==> src/rtl/c_sched.sv <==
// c_sched: round-robin scheduler sharing block c between requesters a and b.
// A grant issues one start to c, then waits for c_ack or a timeout and
// returns a done (plus err on timeout) pulse to the granted requester.
//
// state | meaning
// IDLE  | no transaction; c_sel/c_data held at 0
// GRANT | one cycle: owner's gnt and c_start asserted, timeout counter cleared
// WAIT  | waiting for c_ack, counting towards TIMEOUT
// DONE  | one cycle: owner's done asserted, err reflects timeout
module c_sched #(
  parameter int A_W     = 2,
  parameter int B_W     = 6,
  parameter int TIMEOUT = 16,
  parameter int TO_W    = 5
) (
  input  logic           clk,
  input  logic           rst,
  input  logic           a_req,
  input  logic [A_W-1:0] a_data,
  output logic           a_gnt,
  output logic           a_done,
  input  logic           b_req,
  input  logic [B_W-1:0] b_data,
  output logic           b_gnt,
  output logic           b_done,
  output logic           c_start,
  output logic           c_sel,
  output logic [B_W-1:0] c_data,
  input  logic           c_ack,
  output logic           err,
  output logic           busy
);

  typedef enum logic [1:0] {IDLE, GRANT, WAIT, DONE} state_t;

  localparam logic [TO_W-1:0] TO_LAST = TO_W'(TIMEOUT - 1);

  state_t          state_q, state_d;
  logic            owner_q, owner_d;
  logic            last_owner_q, last_owner_d;
  logic            err_flag_q, err_flag_d;
  logic            c_sel_q, c_sel_d;
  logic [B_W-1:0]  c_data_q, c_data_d;
  logic [TO_W-1:0] cnt_q, cnt_d;

  // State and datapath registers; last_owner resets to b so a wins first contention.
  always_ff @(posedge clk) begin
    if (rst) begin
      state_q      <= IDLE;
      owner_q      <= 1'b0;
      last_owner_q <= 1'b1;
      err_flag_q   <= 1'b0;
      c_sel_q      <= 1'b0;
      c_data_q     <= '0;
      cnt_q        <= '0;
    end else begin
      state_q      <= state_d;
      owner_q      <= owner_d;
      last_owner_q <= last_owner_d;
      err_flag_q   <= err_flag_d;
      c_sel_q      <= c_sel_d;
      c_data_q     <= c_data_d;
      cnt_q        <= cnt_d;
    end
  end

  // Next-state logic: arbitration in IDLE, timeout/ack resolution in WAIT.
  // c_sel/c_data are loaded on the IDLE->GRANT edge so they are already
  // valid in the grant cycle without a combinational path from the inputs.
  always_comb begin
    state_d      = state_q;
    owner_d      = owner_q;
    last_owner_d = last_owner_q;
    err_flag_d   = err_flag_q;
    c_sel_d      = c_sel_q;
    c_data_d     = c_data_q;
    cnt_d        = cnt_q;
    case (state_q)
      IDLE: begin
        if (a_req || b_req) begin
          owner_d  = (a_req && b_req) ? ~last_owner_q : b_req;
          c_sel_d  = owner_d;
          c_data_d = owner_d ? b_data : B_W'(a_data);
          state_d  = GRANT;
        end
      end
      GRANT: begin
        cnt_d   = '0;
        state_d = WAIT;
      end
      WAIT: begin
        cnt_d = cnt_q + 1'b1;
        if (c_ack) begin
          err_flag_d = 1'b0;
          state_d    = DONE;
        end else if (cnt_q == TO_LAST) begin
          err_flag_d = 1'b1;
          state_d    = DONE;
        end
      end
      DONE: begin
        last_owner_d = owner_q;
        c_sel_d      = 1'b0;
        c_data_d     = '0;
        state_d      = IDLE;
      end
      default: state_d = IDLE;
    endcase
  end

  assign a_gnt   = (state_q == GRANT) && !owner_q;
  assign b_gnt   = (state_q == GRANT) &&  owner_q;
  assign c_start = (state_q == GRANT);
  assign a_done  = (state_q == DONE)  && !owner_q;
  assign b_done  = (state_q == DONE)  &&  owner_q;
  assign err     = (state_q == DONE)  &&  err_flag_q;
  assign busy    = (state_q != IDLE);
  assign c_sel   = c_sel_q;
  assign c_data  = c_data_q;

endmodule

==> config.mk <==
export PLATFORM = sky130hd
export DESIGN_NAME = c_sched
export DESIGN_NICKNAME = d
export VERILOG_FILES = /design/src/rtl/c_sched.sv
export SDC_FILE = /design/constraint.sdc
export NUM_CORES = 1
export LEC_CHECK = 0
export BUFFER_PORTS_ARGS = -buffer_cell sky130_fd_sc_hd__clkbuf_2
export CAP_MARGIN = 10
export CELL_PAD_IN_SITES_DETAIL_PLACEMENT = 0
export CELL_PAD_IN_SITES_GLOBAL_PLACEMENT = 2
export CORE_ASPECT_RATIO = 0.9
export CORE_UTILIZATION = 28
export CTS_CLUSTER_DIAMETER = 40
export DETAILED_ROUTE_END_ITERATION = 16
export HOLD_SLACK_MARGIN = 0.08
export PLACE_DENSITY = 0.77
export SLEW_MARGIN = 20
export SYNTH_ARGS = -nofsm -noshare
export SYNTH_HDL_FRONTEND = slang
export SYNTH_SLANG_ARGS = --single-unit
==> constraint.sdc <==
create_clock -name clk -period 1.8 [get_ports clk]
set_input_delay 0.54 -clock clk [delete_from_list [all_inputs] [get_ports clk]]
set_output_delay 0.54 -clock clk [all_outputs]
set_load 0.02 [all_outputs]
==> metrics.yaml, run 1 <==
grt_pass1_wl_um: 2990
power_density_nw_per_um2: 1290
worst-path-max-fanout: 4
max-slew-margin-rel_pct: 70.7
start_kind: "flip-flop"
fin_nets: 145
grt_pass1_vias: 634
max_stage_delay_ns: 0.40
nFillCells: 294
yosysWarningCount: 0
leakage_nw: 0.462
critPathKind: "reg -> out"
drtAntennaViolNets: 0
std_cell_rows: 18
setup_viol: 0
syn_to_final_growth_pct: 28.7
start_util_pct: 30.2
firstDrtPassIters: 4
synth.distinct_cells: 31
yosysSeqAreaShare_pct: 40.1
layout.cells.non_filler: 164
die_w_um: 60.1
min_period_ns: 1.73
vias_per_cell: 4.63
finalHoldViolCount: 0
finalCritPeriodShare_pct: 96.1
fin_skew_ns: 0.00193
grt_max_degree: 14
grt_usage_pct: 12.7
vias: 759
clock_path_buffers: 2
design.core.area_um2: 2820
clock-sinks: 17
rrSetupSlack_ns: 0.16
wl_per_cell_um: 11.7
drc: 0
syn_avg_cell_area_um2: 8.94
portBuffers: 26
placed_cells: 160
pin_count: 27
antenna_found_initial: 0
place_congestion: 0.686
die_area_um2: 3260
slew_viol_final: 0
dr.first_iter.drc_count: 20
ys_ff_latch: 17
grt_setup_unrepaired: "yes"
final_util_pct: 38.8
num_antenna_cells: 0
insertion_delay_ns: 0.29
hold_path.class: "in -> reg"
ctsRootBufferMaster: "clkbuf_4"
cts_tree: "built"
cpLargestDelayFamily: "flip-flops"
cap_violations: 0
max_slew.worst_pin.slew_ns: 0.438
grt-ovfl-total: 0
h-tree-depth: 1
dpl.hpwl_um: 1430
worstPathRequired_ns: 1.26
cts_buffers: 3
outcome: "finished, final reports clean"
vdd_drop_max_uv: 646
cts_setup_buffers: 0
synth_nets: 115
layout-drive-gt1-share_pct: 33.9
crit_start: "state_q[1]"
clk_pin_slew_ns: 0.10
regToRegStartpoint: "cnt_q[0]"
path_cells: "inv_4 -> ha_2 -> and2_1 -> buf_6"
syn_area_um2: 850
slowest_stage: "dfxtp_4"
fmax_mhz: 578
synthCells: 95
cp.arrival_ns: 1.19
hp-start: "c_ack"
drt-total-wl_um: 1920
cp_num_buf_inv: 2
die_y_um: 54.3
cp-end-kind: "output port"
## cells by family after synthesis
| family | synth area share [%] |
|---|---|
| AND/OR/NAND/NOR | 18.6 |
| AO/OA/AOI/OAI | 21.6 |
| buffers and inverters | 5.74 |
| multiplexers | 3.68 |
| adder cells (fa/ha/maj) | 10.3 |
| flip-flops | 40.1 |
## synth_stat cells (all sizes together)
library cell	count	area (µm²)
a22oi	1	7.51
dfxtp	17	340
mux2	1	11.3
inv	7	26.3
nor3b	2	20.0
mux2i	2	20.0
and2	4	25.0
and3	1	6.26
o21a	2	15.0
nor2b	3	18.8
nand4b	1	8.76
nand3	6	30.0
or4	1	7.51
nand2	5	21.3
o211ai	3	22.5
o311a	1	10.0
a21oi	9	45.0
nor3	1	5.00
o22ai	1	6.26
a21boi	1	11.3
a211oi	1	7.51
nor2	4	15.0
ha	7	87.6
buf	3	22.5
a211o	1	8.76
o21ai	10	50.1
## path summary, 6_finish.rpt
path         cells past startpoint    endpoint
max reg2reg                      6  state_q[0]
min                              2  err_flag_q
max                              4       b_gnt
min reg2reg                      2   c_data[2]
## state kept, by name, summed over array words and instances (netlist names)
register,flops
c_data,6
c_sel,1
cnt_q,5
err_flag_q,1
last_owner_q,1
owner_q,1
state_q,2
## placed cells by master (no fill, tap or decap), drive strengths merged
cell type and count:
a211oi 1, buf 4, a22oi 1, and3 1, o21ai 10, or4 1, mux2 1, nor2b 3
a211o 1, nor3b 2, o211ai 3, mux2i 2, a21oi 9, o21a 2, ha 7, a21boi 1
nand3 6, o22ai 1, nor2 4, clkinv 1, dfxtp 17, clkbuf 27, inv 7, nand2 5
nor3 1, o311a 1, nand4b 1, and2 4
## power breakdown
group | switching [mW] | internal, mW
Clock | 0.123 | 0.0826
Sequential | 0.0572 | 0.444
Combinational | 0.415 | 0.292
Total | 0.595 | 0.819
## timing repair
item | CTS | global route
setup endpoints to repair | 6 | 6
gates resized for setup | 3 | 12
hold buffers | 0 | 0
endpoints found under the hold margin | 0 | 0
pin swaps | 0 | 0
## cell type report
cell class                      instances  area [µm²]  share of cell area [%]
Clock buffer                            3        22.5                    2.06
Clock inverter                          1        5.00                   0.458
Inverter                                7        28.8                    2.63
Multi-Input combinational cell         68         488                    44.6
Sequential cell                        17         345                    31.6
Tap cell                               40        50.0                    4.58
Timing Repair Buffer                   28         154                    14.1
## through the flow
stage          total power, mW  instance area (µm²)  setup TNS (ns)  worst slack (ns)  hold WS, ns
2_1_floorplan            0.937                  850               0             0.201        0.440
3_3_place_gp              1.12                 1020               0             0.237        0.462
3_5_place_dp              1.13                 1020               0             0.192        0.470
4_1_cts                   1.36                 1060        -0.00913          -0.00913        0.430
5_1_grt                   1.53                 1090        -0.00492          -0.00492        0.438
6_report                  1.41                 1090               0            0.0704        0.442
## routing by layer
layer  routed length [µm]  track usage [%]
met1                 1020             17.3
met2                  820             19.8
met3                   69             4.26
met4                   19             2.33
met5                    0                0
(Power assumes the default switching activity.)
==> run 2, diff against run 1 <==
Settings changed: SETUP_SLACK_MARGIN set to 0.5.
==> run 2 against run 1 <==
Sequential power increased by 7.8%. Fmax is 1.3% higher. Non-clock buffer count grew 20. Critical endpoint unchanged. First-iteration DRC count is 130% higher. Count of clock-buffer cells in the layout rose by 1. Critical path type unchanged. Clock skew increased by 0.0015 ns.
==> metrics.yaml, run 2 (synthesis gave the netlist of run 1 again) <==
insertion_delay_ns: 0.28  # about the same
grt_pass1_wl_um: 3510  # +17%
clk_pin_slew_ns: 0.10  # about the same
cp.arrival_ns: 1.17  # -0.02 ns
finalCritPeriodShare_pct: 94.8  # -1.3 points
design.core.area_um2: 2820  # unchanged
die_w_um: 60.1  # unchanged
cts_tree: "built"
grt_setup_unrepaired: "yes"
pwr-share-seq_pct: 27.5  # -7.9 points
power_density_nw_per_um2: 1280  # -1.3%
cap_violations: 0  # unchanged
fin_skew_ns: 0.00340  # +0.00147 ns
slowest_stage: "dfxtp_4"
drc: 0  # unchanged
cts.hold.buffers_added: 0  # unchanged
portBuffers: 26  # unchanged
die_area_um2: 3260  # unchanged
final_util_pct: 54.6  # +16 points
cpLargestDelayFamily: "flip-flops"
num_antenna_cells: 0  # unchanged
drtAntennaViolNets: 0  # unchanged
dpl.hpwl_um: 1460  # +2.1%
pwr-share-comb_pct: 62.3  # +12 points
start_util_pct: 30.2  # unchanged
fin_nets: 165  # +14%
cts_buffers: 3  # unchanged
grt_usage_pct: 14.7  # +2.0 points
slew_viol_final: 0  # unchanged
start_kind: "flip-flop"
switching_share_pct: 37.5  # -4.6 points
p_clk_share_pct: 10.2  # -4.4 points
std_cell_rows: 18  # unchanged
drt-total-wl_um: 2210  # +15%
grt_pass1_vias: 731  # +15%
worstPathRequired_ns: 1.26  # about the same
pin_count: 27  # unchanged
wl_per_cell_um: 12.0  # +2.3%
vdd_drop_max_uv: 519  # -20%
vias: 853  # +12%
placed_cells: 161  # +0.63%
layout-drive-gt1-share_pct: 61.8  # +28 points
vias_per_cell: 4.64  # +0.17%
ctsRootBufferMaster: "clkbuf_4"
max_slew.worst_pin.slew_ns: 0.439  # +0.00126 ns
cp-end-kind: "output port"
fmax_mhz: 586  # +1.3%
clock-sinks: 17  # unchanged
stdcell_area_um2: 1540  # +41%
critPathKind: "reg -> out"
path_cells: "inv_4 -> ha_4 -> and2_4 -> buf_8"
die_y_um: 54.3  # unchanged
p_sw_mw: 0.737  # +24%
grt_max_degree: 10  # -4
syn_to_final_growth_pct: 81.0
largest_register_ffs: 6  # unchanged
firstDrtPassIters: 4  # unchanged
finalHoldViolCount: 0  # unchanged
clock_path_buffers: 2  # unchanged
hold_path.class: "reg -> reg"
h-tree-depth: 1  # unchanged
max_stage_delay_ns: 0.40  # about the same
dr.first_iter.drc_count: 45  # +130%
cp_num_buf_inv: 2  # unchanged
worst-path-max-fanout: 3  # -1
antenna_found_initial: 0  # unchanged
p_int_mw: 1.23  # +50%
layout.cells.non_filler: 184  # +12%
max-slew-margin-rel_pct: 70.6  # -0.15 points
postPlaceCellArea_um2: 1120  # +9.4%
min_period_ns: 1.71  # -0.0230 ns
place_congestion: 0.791  # +15%
outcome: "finished, final reports clean"
setup_viol: 0  # unchanged
fin_setup_tns_ns: 0  # unchanged
grt-ovfl-total: 0  # unchanged
layout_common_cells: "buf_4, clkbuf_2, dfxtp_2, buf_8"
layout_commonest_cell: "buf_4"
leakage_nw: 0.625  # +35%
-- run 2: path summary, 6_finish.rpt --
kind                                  from          to  slack (ns)  cells past startpoint
worst max-delay path            state_q[1]       b_gnt        0.09                      4
worst min-delay path              cnt_q[3]    cnt_q[3]        0.47                      2
worst min register to register    cnt_q[3]    cnt_q[3]        0.47                      2
worst max register to register  state_q[0]  state_q[1]        0.30                      7
-- run 2: cell type report --
class | instances | area, µm²
Multi-Input combinational cell | 68 | 619
Tap cell | 40 | 50.0
Fill cell | 263 | 1280
Sequential cell | 17 | 360
Timing Repair Buffer | 48 | 448
Clock buffer | 4 | 26.3
Inverter | 7 | 33.8
-- run 2: metrics by stage --
step	hold WS (ns)	worst slack, ns	total power [mW]
2_1_floorplan	0.444	0.468	1.04
3_3_place_gp	0.461	0.326	1.22
3_5_place_dp	0.469	0.297	1.23
4_1_cts	0.467	0.0765	1.67
5_1_grt	0.468	0.0602	2.10
6_report	0.470	0.0934	1.96
-- run 2: layer usage --
layer  global-route usage [%]  up-vias  share of wire, %
li1                         -      436                 -
met2                     23.1       14                47
met5                        0        -                 0
met4                     2.33        0              0.45
met1                     20.4      401                50
met3                     4.26        2               2.4
-- run 2: repair_timing --
item	4_1_cts	5_1_grt
gates resized for setup	49	34
endpoints found under the setup margin	25	26
cloned	1	0
buffers inserted	6	12
pin swaps	5	12
-- run 2: power groups by stage --
| stage | sequential [mW] | clock, mW | combinational, mW |
|---|---|---|---|
| after floorplan | 0.531 | 0 | 0.507 |
| after global placement | 0.506 | 0 | 0.713 |
| after detailed placement | 0.509 | 0 | 0.718 |
| after CTS | 0.532 | 0.214 | 0.925 |
| after global routing | 0.546 | 0.227 | 1.32 |
| final | 0.540 | 0.200 | 1.22 |
-- run 2: worst min-delay path: stages (launching register included) --
cell and delay, ns:
dfxtp_1 0.33, nand2_1 0.06, o21ai_1 0.05
